File: src/rtl/piso_shift_tx.sv
// ============================================================================
// Module   : piso_shift_tx
// Brief    : Parallel-in serial-out transmit shift register with a valid/ready
//            load handshake, MSB/LSB-first order and optional circular rotate.
// Revision : 1.0
// ============================================================================
`default_nettype none

module piso_shift_tx #(
  parameter int MSB = 8
) (
  input  logic           clk,
  input  logic           rstn,
  input  logic [MSB-1:0] din,
  input  logic           load_valid,
  output logic           load_ready,
  input  logic           dir,
  input  logic           circular,
  input  logic           en,
  output logic           sout,
  output logic           sout_valid,
  output logic           sout_last,
  output logic           done,
  output logic [MSB-1:0] shreg_out
);

  localparam int            CW       = $clog2(MSB);
  localparam logic [CW-1:0] LAST_CNT = CW'(MSB - 1);

  typedef enum logic [0:0] {
    IDLE  = 1'b0,
    SHIFT = 1'b1
  } state_t;

  state_t         state_q;
  logic [MSB-1:0] shreg_q;
  logic [MSB-1:0] shreg_d;
  logic [CW-1:0]  cnt_q;
  logic           dir_q;
  logic           circ_q;
  logic           done_q;
  logic           fill_bit;

  // The fill bit is the bit leaving the register when rotating, else zero.
  always_comb begin
    fill_bit = 1'b0;
    shreg_d  = shreg_q;
    if (dir_q) begin
      fill_bit = circ_q & shreg_q[MSB-1];
      shreg_d  = {shreg_q[MSB-2:0], fill_bit};
    end else begin
      fill_bit = circ_q & shreg_q[0];
      shreg_d  = {fill_bit, shreg_q[MSB-1:1]};
    end
  end

  always_ff @(posedge clk or negedge rstn) begin
    if (!rstn) begin
      state_q <= IDLE;
      shreg_q <= '0;
      cnt_q   <= '0;
      dir_q   <= 1'b0;
      circ_q  <= 1'b0;
      done_q  <= 1'b0;
    end else begin
      done_q <= 1'b0;
      case (state_q)
        IDLE: begin
          if (load_valid) begin
            shreg_q <= din;
            dir_q   <= dir;
            circ_q  <= circular;
            cnt_q   <= '0;
            state_q <= SHIFT;
          end
        end
        SHIFT: begin
          if (en) begin
            shreg_q <= shreg_d;
            if (cnt_q == LAST_CNT) begin
              cnt_q   <= '0;
              state_q <= IDLE;
              done_q  <= 1'b1;
            end else begin
              cnt_q <= cnt_q + CW'(1);
            end
          end
        end
        default: state_q <= IDLE;
      endcase
    end
  end

  // sout is gated in IDLE because a rotated word remains in the register.
  assign load_ready = (state_q == IDLE);
  assign sout_valid = (state_q == SHIFT);
  assign sout       = (state_q == SHIFT) && (dir_q ? shreg_q[MSB-1] : shreg_q[0]);
  assign sout_last  = (state_q == SHIFT) && (cnt_q == LAST_CNT);
  assign done       = done_q;
  assign shreg_out  = shreg_q;

endmodule

`default_nettype wire

File: config.mk
export PLATFORM = sky130hd
export DESIGN_NAME = piso_shift_tx
export DESIGN_NICKNAME = d
export VERILOG_FILES = /design/src/rtl/piso_shift_tx.sv
export SDC_FILE = /design/constraint.sdc
export NUM_CORES = 1
export LEC_CHECK = 0
export ABC_AREA = 1
export ABC_CLOCK_PERIOD_IN_PS = 1450
export BUFFER_PORTS_ARGS = -buffer_cell sky130_fd_sc_hd__buf_2
export CORE_MARGIN = 5
export CORE_UTILIZATION = 49
export DETAILED_ROUTE_END_ITERATION = 6
export GPL_TIMING_DRIVEN = 0
export PLACE_DENSITY = 0.88
export SLEW_MARGIN = 20
export SYNTH_ARGS = -nofsm -noshare
export SYNTH_HDL_FRONTEND = slang
export SYNTH_SLANG_ARGS = --single-unit
File: constraint.sdc
create_clock -name clk -period 1.45 [get_ports clk]
set_input_delay 0.435 -clock clk [delete_from_list [all_inputs] [get_ports clk]]
set_output_delay 0.435 -clock clk [all_outputs]
set_load 0.03 [all_outputs]
Word-level counts from Yosys, hierarchy flattened
Index checks and enable logic that the tools add are counted.
{"block": "totals", "register_bits": 15, "output_inout_bits": 13, "wordCells": 33}
{"block": "op_classes", "add_sub_neg": 1, "n_eq_ne": 3, "muxes": 16, "bitwise_logic": 3, "reduce_logical": 4}
{"operator": "8-bit 2-to-1 mux", "n": 3}
{"operator": "8-bit case mux with 2 select lines", "n": 1}
{"operator": "3-bit 2-to-1 mux", "n": 3}
{"operator": "1-bit 2-to-1 mux", "n": 7}
{"operator": "3-bit case mux with 2 select lines", "n": 1}
{"operator": "2-bit inequality test, second input constant", "n": 2}
{"operator": "2-bit AND reduction", "n": 2}
{"operator": "3-bit by 1-bit adder with 3-bit output, second input constant", "n": 1}
{"operator": "3-bit equality test, second input constant", "n": 1}
{"operator": "1-bit AND", "n": 2}
{"operator": "1-bit logical AND", "n": 2}
{"operator": "1-bit case mux with 2 select lines", "n": 1}
{"operator": "1-bit NOT", "n": 1}

Depth between registers and ports, before layout
{"block": "logic_depth", "ltp_word": 4, "mapped_depth": 6, "ltp_nobuf": 6}

Worst setup path after synthesis
Ideal clock, no wire load.
{"block": "synth_path", "path_type": "register -> output", "from": "register state_q, in the netlist sout_valid", "to": "output port sout", "arrival_time_ns": 1.284, "path_slack_ns": -0.269, "path_stages_with_launch": 3, "n_path_buf": 0, "path_cell_list": "dfrtp_1 > inv_2 > a21oi_1"}
{"block": "synth_between", "elab_chain_cells": 1}
{"element": "start, declared", "line": "35", "text": "state_t state_q;"}
{"element": "start signal, assigned", "line": "59", "text": "state_q <= IDLE;"}
{"element": "start signal, assigned", "line": "74", "text": "state_q <= SHIFT;"}
{"element": "start signal, assigned", "line": "82", "text": "state_q <= IDLE;"}
{"element": "1-bit logical AND", "line": "97", "text": "assign sout = (state_q == SHIFT) && (dir_q ? shreg_q[MSB-1] : shreg_q[0]);"}
{"element": "end, declared", "line": "20", "text": "output logic sout,"}
Every way passes these cells.

Worst setup path in the final report
{"block": "layout_path", "from": "register cnt_q[1]", "to": "output port sout_last"}
{"block": "layout_between", "elab_chain_cells": 2}
{"element": "start, declared", "line": "38", "text": "logic [CW-1:0] cnt_q;"}
{"element": "start signal, assigned", "line": "85", "text": "cnt_q <= cnt_q + CW'(1);"}
{"element": "3-bit equality test", "line": "98", "text": "assign sout_last = (state_q == SHIFT) && (cnt_q == LAST_CNT);"}
{"element": "1-bit logical AND", "line": "98"}
{"element": "end, declared", "line": "22", "text": "output logic sout_last,"}
Every way passes these cells.

==> metrics.txt <==
status=finished with violations; failing checks=setup timing; number of synthesized register bits=15; clock-pin slew of the registers on the worst-case setup and hold paths=roughly 0.10 ns; number of different library cells in the post-synthesis netlist=18; worst-path maximum fanout=2; number of nets in the layout=between 150 and 200; slack of the critical path=-0.252 ns; starting density of the core=between 50% and 60%; first-pass GRT wire length=around 3.7 mm; Least-Margin Pin Slew=0.354 ns; setup repair after global routing missed its margin=yes; Die Area=around 2800 um^2; number of failing hold endpoints at the final stage=0; routability congestion estimate=0.772; primary flip-flop cell chosen by synthesis mapping=sky130_fd_sc_hd__dfrtp_1; count of hold buffers inserted by post-cts repair=0; overall routing resource usage=about 18%; number of antenna violations at the first check in global routing=0; Power Density=2110 nW/um^2; # rows=15; worst-case headroom to the max-slew limit=between 70% and 80%; Synth area leaders=sky130_fd_sc_hd__dfrtp_1 42%, sky130_fd_sc_hd__nand2_1 13%, sky130_fd_sc_hd__a21oi_2 6.9%; Chip Width=52.6 um; ratio of cells with drive above 1 in the final layout=between 40 and 50%; Synthesis Warnings=0; total setup violations reported at the end of the flow=3; setup tns final=-0.427 ns; Sw Share=between 40% and 50%; via count=~860; met2 capacity usage during global routing=a little under a third; critical path startpoint category=flop; Power Total=between 2000 and 3000 uW; dominant cell by count in the synthesized netlist=sky130_fd_sc_hd__nand2_1; Clock Sink Count=15; combinational share of power=around three fifths; Gate Count Post-Synth=110; Sequential Power Share=about 29%; Wirelength per Cell=12.3 um; number of global-route vias before repair=roughly 880; placement-stage cell area=1060 um^2; total of buffers placed on input and output ports=26; total half-perimeter wirelength after legalization and detailed placement=1.49 mm; buffer cell driving the clock tree root=sky130_fd_sc_hd__clkbuf_4; data required time of the worst path=1.02 ns; largest area contributor in the netlist=sky130_fd_sc_hd__dfrtp_1; Antenna Violating Nets Remaining=0; met3 Use GR=around 3.7%; H-tree level count=1; nets in the synthesized netlist=126; type of element capturing the critical path=output pin; CP arrival=approximately 1.3 ns; Synth top cells by count=30 x sky130_fd_sc_hd__nand2_1, 15 x sky130_fd_sc_hd__dfrtp_1, 13 x sky130_fd_sc_hd__inv_1; Core Footprint=between 1500 and 2000 um^2; maximum buffer depth of the clock tree=2; Detailed Route WL=2.16 mm; clock buffer count from CTS=3; classification of the worst setup path=reg2out; switching power=roughly 1200 uW; Post-Syn Area=approximately 900 um^2; leakage power=between 0.0006 and 0.0007 uW; vias per inst=~4.9; setup clock skew after layout=between 0.007 and 0.008 ns; fin. max-slew vios=0; design internal power=around 1400 uW; highest attainable clock frequency=around 0.6 GHz; layout overhead on the synthesized area=39.3%; maximum VDD drop=between 1 and 1.5 mV; Worst-Skew Late Latency=0.28 ns; average footprint of a synthesized cell=between 8 and 9 um^2; proportion of netlist area held by the largest area contributor=between 40% and 50%; # Max-Cap Violations=0; maximum number of pins on one net before global-route repair=16; number of violations reported at the end of detailed-routing iteration 0=16; most utilized layer in the global route result=met2; sequential share of the synthesized area=42.3%; GR met1 Demand/Resource=20.2%; TritonCTS clock tree=built; power share of the clock group=under 10%; sum of overflow across all layers after global routing=0; shortest clock period the worst path allows after layout=1.70 ns; Worst Hold Class=in2async; async set-reset flop share out of synthesis=100%; Top Ports=27; share of the clock period used by the worst path=117%; total inserted antenna cells=0; number of flops mapped to enable cells by yosys=0; detailed-router iteration count before antenna repair=5; cell area after layout=between 1000 and 1500 um^2; chip height=about 53 um; number of remaining DRC errors=0
## registers in the layout, summed over array words and instances (netlist names)
| register | count |
|---|---|
| sout_valid | 1 |
| done | 1 |
| dir_q | 1 |
| cnt_q | 3 |
| circ_q | 1 |
| shreg_out | 8 |
## power groups by stage
stage                     Sequential (uW)  Combinational [uW]  Clock (uW)
after global placement                737                1290           0
after global routing                  778                1770         271
final                                 752                1620         243
after CTS                             743                1510         250
after detailed placement              746                1330           0
after floorplan                       945                 800           0
## path summary, 6_finish.rpt
path / from / end / slack, ns / depth (start not counted)
max in group asynchronous: rstn / sout_valid / 1.12 / 1
min reg2reg: circ_q / circ_q / 0.51 / 2
max: cnt_q[1] / sout_last / -0.25 / 5
max reg2reg: sout_valid / shreg_out[2] / 0.09 / 8
min: rstn / shreg_out[4] / 0.04 / 1
min in group clk: circular / circ_q / 0.39 / 3
## layout by cell type (no fill, tap or decap), types with 2 or more instances in the layout
cell type / count
sky130_fd_sc_hd__nand2_1: 29
sky130_fd_sc_hd__buf_2: 23
sky130_fd_sc_hd__inv_1: 13
sky130_fd_sc_hd__dfrtp_1: 13
sky130_fd_sc_hd__nand3_1: 12
sky130_fd_sc_hd__buf_4: 10
sky130_fd_sc_hd__nor2_1: 9
sky130_fd_sc_hd__buf_6: 7
sky130_fd_sc_hd__o21ai_2: 7
sky130_fd_sc_hd__a21oi_2: 7
sky130_fd_sc_hd__nand2_4: 3
sky130_fd_sc_hd__clkbuf_4: 3
sky130_fd_sc_hd__dfrtp_2: 2
## kinds of logic after synthesis
kind of cell,synth area share [%]
buffers and inverters,11.4
AOI/OAI and AO/OA,16.3
adders and majority gates,2.82
DFF,42.3
and+or+nand+nor,27.2
## layer usage
metal / wire length, um / share of wire, %
met5: 0 / 0
met2: 1170 / 54
met3: 117 / 5.4
met4: 17 / 0.79
met1: 858 / 40
## layout make-up
cell class	instances	area (um^2)
fillers	135	489
well taps	25	31.3
clock buffers	4	26.3
repair buffers	37	241
inverters	16	67.6
flip-flops and latches	15	378
multi-input cells	75	445
plain buffers	4	47.5
## timing repair
item | 4_1_cts | 5_1_grt
gates cloned | 0 | 0
pin swaps | 1 | 1
resized for setup | 15 | 6
setup endpoints to repair | 3 | 4
setup buffers | 5 | 6
## critical path, stage by stage (launching register included)
cell and delay (ns):
sky130_fd_sc_hd__dfrtp_1 0.40, sky130_fd_sc_hd__ha_2 0.20, sky130_fd_sc_hd__ha_4 0.15, sky130_fd_sc_hd__nand2_1 0.06, sky130_fd_sc_hd__inv_1 0.04, sky130_fd_sc_hd__buf_6 0.13
## per-stage QoR
stage	instances	setup slack, ns	hold WS, ns	util, %
4_1_cts	170	-0.254	0.0514	68.2
6_report	176	-0.252	0.0447	71.7
3_5_place_dp	161	-0.0882	0.362	61.5
5_1_grt	176	-0.299	0.0562	71.7
3_3_place_gp	161	-0.0776	0.354	61.5
2_1_floorplan	110	0.0498	0.139	-
Note: power is estimated with default switching activity, not from simulation.
